<file path="config.mk">
export PLATFORM = sky130hd
export DESIGN_NAME = pack_str_gather_flat
export DESIGN_NICKNAME = d
export VERILOG_FILES = /design/src/rtl/pack_str_gather_if.sv /design/src/rtl/pack_str_gather.sv /design/src/flat_wrapper.sv
export SDC_FILE = /design/constraint.sdc
export NUM_CORES = 1
export LEC_CHECK = 0
export CORE_AREA = 10 10 59 61
export DETAILED_ROUTE_END_ITERATION = 8
export DIE_AREA = 0 0 69 71
export PLACE_DENSITY = 0.76
export SLEW_MARGIN = 20
export SYNTH_ARGS = -nofsm -noshare
export SYNTH_HDL_FRONTEND = slang
export SYNTH_SLANG_ARGS = --single-unit
</file>
<file path="constraint.sdc">
create_clock -name clk -period 1.95 [get_ports clk]
set_input_delay 0.195 -clock clk [delete_from_list [all_inputs] [get_ports clk]]
set_output_delay 0.195 -clock clk [all_outputs]
set_load 0.03 [all_outputs]
</file>
<file path="src/rtl/pack_str_gather_if.sv">
// pack_str_pkg / pack_str_gather_if
//   Element type and the handshake bundle for pack_str_gather.
//   Upstream side : in_valid, in_ready, in_data, in_last
//   Downstream side: out_valid, out_ready, out_pack_str, out_pack,
//                    out_unpack, out_len
//   Modports: master = stream producer / frame consumer (testbench side),
//             slave  = the gather block itself.
package pack_str_pkg;
    typedef struct packed {
        logic a;
        logic b;
    } pack_str_t;
endpackage

interface pack_str_gather_if #(
    parameter int N = 3
) ();
    localparam int LW = $clog2(N + 1);

    logic                  in_valid;
    logic                  in_ready;
    pack_str_pkg::pack_str_t in_data;
    logic                  in_last;

    logic                  out_valid;
    logic                  out_ready;
    pack_str_pkg::pack_str_t out_pack_str [N-1:0];
    logic [N-1:0]          out_pack;
    logic                  out_unpack   [N-1:0];
    logic [LW-1:0]         out_len;

    modport master (
        output in_valid, in_data, in_last, out_ready,
        input  in_ready, out_valid, out_pack_str, out_pack, out_unpack, out_len
    );

    modport slave (
        input  in_valid, in_data, in_last, out_ready,
        output in_ready, out_valid, out_pack_str, out_pack, out_unpack, out_len
    );
endinterface

</file>
<file path="src/rtl/pack_str_gather.sv">
// pack_str_gather
//   Collects a serial stream of pack_str_t elements into frames of up to N
//   elements and presents each frame as an unpacked struct array, a packed
//   vector of the 'a' fields and an unpacked array of the 'b' fields.
//   Ports:
//     clk  - clock, all state on rising edge
//     rst  - asynchronous active-high reset
//     bus  - pack_str_gather_if.slave (input stream + frame output)
//   An assembly buffer plus the output register form a two-deep pipe, so a
//   frame can complete while the previous one is still being presented.
module pack_str_gather #(
    parameter int N = 3
) (
    input  logic             clk,
    input  logic             rst,
    pack_str_gather_if.slave bus
);
    import pack_str_pkg::*;

    localparam int LW = $clog2(N + 1);
    localparam int IW = $clog2(N);

    typedef enum logic {COLLECT, HOLD} state_t;

    state_t        r_state;
    logic [IW-1:0] r_idx;
    logic [LW-1:0] r_alen;
    pack_str_t     r_asm [N-1:0];
    pack_str_t     r_out [N-1:0];
    logic [LW-1:0] r_out_len;
    logic          r_out_valid;

    logic w_free;
    logic w_beat;
    logic w_complete;

    // in_ready decodes from state only: no path from in_valid/out_ready.
    assign bus.in_ready = (r_state == COLLECT);
    assign w_free       = !r_out_valid || bus.out_ready;
    assign w_beat       = bus.in_valid && (r_state == COLLECT);
    assign w_complete   = w_beat && ((r_idx == IW'(N - 1)) || bus.in_last);

    assign bus.out_valid = r_out_valid;
    assign bus.out_len   = r_out_len;

    for (genvar k = 0; k < N; k++) begin : g_proj
        assign bus.out_pack_str[k] = r_out[k];
        assign bus.out_pack[k]     = r_out[k].a;
        assign bus.out_unpack[k]   = r_out[k].b;
    end

    always_ff @(posedge clk or posedge rst) begin
        if (rst) begin
            r_state     <= COLLECT;
            r_idx       <= '0;
            r_alen      <= '0;
            r_out_len   <= '0;
            r_out_valid <= 1'b0;
            for (int k = 0; k < N; k++) begin
                r_asm[k] <= '0;
                r_out[k] <= '0;
            end
        end else begin
            // Consumer took the frame; a load below overrides this clear.
            if (r_out_valid && bus.out_ready)
                r_out_valid <= 1'b0;

            case (r_state)
                COLLECT: begin
                    if (w_beat && !w_complete) begin
                        r_asm[r_idx] <= bus.in_data;
                        r_idx        <= r_idx + 1'b1;
                    end else if (w_complete && w_free) begin
                        // Bypass the buffer: last element goes straight out.
                        // Slots above idx are zeroed so stale asm never leaks.
                        for (int k = 0; k < N; k++) begin
                            if (IW'(k) < r_idx)
                                r_out[k] <= r_asm[k];
                            else if (IW'(k) == r_idx)
                                r_out[k] <= bus.in_data;
                            else
                                r_out[k] <= '0;
                        end
                        r_out_len   <= LW'(r_idx) + LW'(1);
                        r_out_valid <= 1'b1;
                        r_idx       <= '0;
                    end else if (w_complete) begin
                        // Output busy: park the completed frame in asm.
                        r_asm[r_idx] <= bus.in_data;
                        r_alen       <= LW'(r_idx) + LW'(1);
                        r_idx        <= '0;
                        r_state      <= HOLD;
                    end
                end
                HOLD: begin
                    if (w_free) begin
                        for (int k = 0; k < N; k++)
                            r_out[k] <= (LW'(k) < r_alen) ? r_asm[k] : '0;
                        r_out_len   <= r_alen;
                        r_out_valid <= 1'b1;
                        r_state     <= COLLECT;
                    end
                end
                default: r_state <= COLLECT;
            endcase
        end
    end
endmodule

</file>
<file path="src/flat_wrapper.sv">
// flat-port wrapper written by rule: the top's interface ports become plain ports
module pack_str_gather_flat import pack_str_pkg::*;
#(
    parameter int N = 3
)
  (clk, rst, bus_in_valid, bus_in_data, bus_in_last, bus_out_ready, bus_in_ready, bus_out_valid, bus_out_pack_str, bus_out_pack, bus_out_unpack, bus_out_len);
  pack_str_gather_if #(.N(N)) bus_i ();
  input  logic clk;
  input  logic rst;
  input wire logic [$bits(bus_i.in_valid)-1:0] bus_in_valid;
  input wire logic [$bits(bus_i.in_data)-1:0] bus_in_data;
  input wire logic [$bits(bus_i.in_last)-1:0] bus_in_last;
  input wire logic [$bits(bus_i.out_ready)-1:0] bus_out_ready;
  output wire logic [$bits(bus_i.in_ready)-1:0] bus_in_ready;
  output wire logic [$bits(bus_i.out_valid)-1:0] bus_out_valid;
  output wire logic [$bits(bus_i.out_pack_str)-1:0] bus_out_pack_str;
  output wire logic [$bits(bus_i.out_pack)-1:0] bus_out_pack;
  output wire logic [$bits(bus_i.out_unpack)-1:0] bus_out_unpack;
  output wire logic [$bits(bus_i.out_len)-1:0] bus_out_len;
  assign bus_i.in_valid = bus_in_valid;
  assign bus_i.in_data = bus_in_data;
  assign bus_i.in_last = bus_in_last;
  assign bus_i.out_ready = bus_out_ready;
  assign bus_in_ready = bus_i.in_ready;
  assign bus_out_valid = bus_i.out_valid;
  assign bus_out_pack_str = {>>{bus_i.out_pack_str}};
  assign bus_out_pack = bus_i.out_pack;
  assign bus_out_unpack = {>>{bus_i.out_unpack}};
  assign bus_out_len = bus_i.out_len;
  pack_str_gather #(.N(N)) u_core (.clk(clk), .rst(rst), .bus(bus_i));
endmodule
</file>
==> metrics.yaml <==
path_max_fanout: 8
clock_latency_ns: 0.30
ys.flop_type: "dfrtp_1"
criticalPathCategory: "reg -> reg"
powerDensity_mw_per_mm2: 1430
avgRoutedWirePerCell_um: 16.0
relSlewSlack_pct: 78.8
core_area_sq_mm: 0.00239
synth.avg_cell_area_sq_um: 11.9
htree_levels: 1
combPwrFrac_pct: 46.5
setup_viol: 0
dp_slack_ns: 0.200
place_area_sq_mm: 0.00134
worstMarginPinSlew_ns: 0.317
area_growth_pct: 23.1
grt_remaining_overflow: 0
dieHeight_um: 71
leakage_nw: 0.599
synth_warnings: 0
crit_path_end_kind: "register"
synth_cell_types: 27
avgViaCountPerCell: 5.44
fin_ws_ns: 0.199
grt_max_degree: 21
synth_nets: 106
synthCells: 95
tns_ns: 0
final_area_sq_mm: 0.00139
arrival_ns: 1.94
vias: 794
final.fill_count: 222
track_usage_pct: 9.78
synth_largest_type_area_fraction_pct: 44.2
p_clk_share_pct: 17.0
period_share_pct: 89.8
path_clk_slew_ns: 0.12
cts_resized: 0
swShare_pct: 38.4
diodes: 0
holdWs_ns: 0.201
clockBufferDepth: 2
layout-drive-gt1-share_pct: 26.7
required_ns: 2.14
p_seq_share_pct: 36.6
cts_setup_buffers: 0
synth_top_cell_by_area: "dfrtp_1"
peakVddDrop_uv: 1010
initial_utilization_pct: 47.4
synth-seq-cells: 20
min_period_ns: 1.75
synth_area_sq_mm: 0.00113
cts_hold_buf: 0
fp-row-count: 18
clockRootBuffer: "clkbuf_4"
io_buffers: 22
slew_viol_final: 0
hold_path_class: "in -> async"
finalHoldViolCount: 0
cts_tree: "done"
synthTopCellsByArea: "dfrtp_1 (44%), mux2_2 (17%), ha_1 (4.4%)"
wl_mm: 2.34
p_int_w: 0.00123
cp-start-kind: "register"
grt_first_pass_wirelength_mm: 4.06
p_sw_w: 0.000766
synthArstFlopShare_pct: 100
synth-edff-count: 0
cts_made_buffers: 3
status: "complete, no violations"
drc_errors: 0
hpwl_mm: 1.76
final_nets: 128
place_congestion: 0.776
grt_pass1_vias: 852
clock.fmax_ghz: 0.571
first_iter_violations: 14
io_pins: 23
fin_skew_ns: 0.0114
yosysSeqAreaShare_pct: 44.2
antenna_left: 0
die_w_um: 69
die_area_sq_mm: 0.00490
firstDrtPassIters: 4
antenna_found_initial: 0
drv_cap: 0
rsz0062_at_grt: "false"
clock-sinks: 20
==> placed cells by master, fill, tap and decap left out, types with 3 or more instances in the layout <==
cell	count
inv_1	5
mux2_2	17
nand3_1	3
o21ai_0	5
ha_1	4
and2_1	3
nand2_1	3
clkdlybuf4s50_1	22
o211ai_1	4
mux2i_1	3
buf_4	4
dfrtp_1	20
clkbuf_4	3
==> kinds of logic (layout without fill, tap and decap cells) <==
family / Yosys count / in the layout / share of synthesized area, %
flip-flops: 20 / 20 / 44.2
buffers and inverters: 14 / 35 / 8.63
multiplexers: 20 / 20 / 19.6
AO/OA/AOI/OAI: 16 / 16 / 10.4
adder cells (fa/ha/maj): 4 / 4 / 4.42
AND/OR/NAND/NOR: 21 / 21 / 12.7
==> critical path, stage by stage (launching register included) <==
cell	delay [ns]
dfrtp_1	0.43
inv_1	0.13
ha_1	0.27
o21ai_2	0.11
a21oi_4	0.31
mux2_2	0.37
==> power groups by stage <==
stage | Combinational, W | Clock, W | Sequential (W)
2_1_floorplan | 0.000533 | 0 | 0.000839
3_3_place_gp | 0.000923 | 0 | 0.000722
3_5_place_dp | 0.000935 | 0 | 0.000733
4_1_cts | 0.000941 | 0.000349 | 0.000725
5_1_grt | 0.000998 | 0.000359 | 0.000752
6_report | 0.000927 | 0.000339 | 0.000730
==> per-layer routing <==
metal,GRT usage (%),up-vias,share of wire [%]
met4,3.36,0,0.77
met5,0,-,0
li1,-,375,-
met3,4.46,4,7.8
met1,11.7,392,43
met2,15.1,23,48
==> through the flow <==
stage | util, % | std cells | total power [W]
detailed placement | 56.1 | 142 | 0.00167
global route | 58.3 | 146 | 0.00211
floorplan | - | 95 | 0.00137
finish | 58.3 | 146 | 0.00200
CTS | 58.3 | 146 | 0.00201
global placement | 56.1 | 142 | 0.00165
==> flip-flops by register name, summed over array words and instances, names as in the netlist <==
name	cells
u_core.bus.out_pack_str	3
u_core.r_asm	6
u_core.r_state	1
u_core.bus.out_len	2
u_core.r_idx	2
u_core.bus.out_valid	1
u_core.r_alen	2
u_core.bus.out_pack	3
==> Yosys cell counts, types with 2 or more instances <==
| cell | instances |
|---|---|
| dfrtp_1 | 20 |
| mux2_2 | 17 |
| buf_4 | 6 |
| inv_1 | 5 |
| o21ai_0 | 5 |
| ha_1 | 4 |
| o211ai_1 | 4 |
| and2_1 | 3 |
| buf_6 | 3 |
| mux2i_1 | 3 |
| nand2_1 | 3 |
| nand3_1 | 3 |
| a21oi_1 | 2 |
| a221o_1 | 2 |
| and4_1 | 2 |
| nor2_1 | 2 |
==> cell type report <==
cell class              instances  area [sq um]  share of cell area, %
inverters                       5          18.8                   1.35
multi-input cells              61           533                   38.3
flip-flops and latches         20           500                   35.9
repair buffers                 26           250                   18.0
clock inverters                 1          30.0                   2.16
clock buffers                   3          22.5                   1.62
well taps                      30          37.5                   2.70
==> path summary, 6_finish.rpt <==
path | from | to | slack [ns] | depth (start not counted)
setup / recovery | u_core.r_idx[0] | u_core.bus.out_len[1] | 0.20 | 5
hold / removal | rst | u_core.bus.out_len[0] | 0.20 | 3
setup reg to reg | u_core.r_idx[0] | u_core.bus.out_len[1] | 0.20 | 5
hold reg to reg | u_core.bus.out_len[1] | u_core.bus.out_len[1] | 0.52 | 1
max in group asynchronous | rst | u_core.r_asm[3] | 1.52 | 3
min in group clk | u_core.bus.out_len[1] | u_core.bus.out_len[1] | 0.52 | 1
Note: power is estimated with default switching activity, not from simulation.
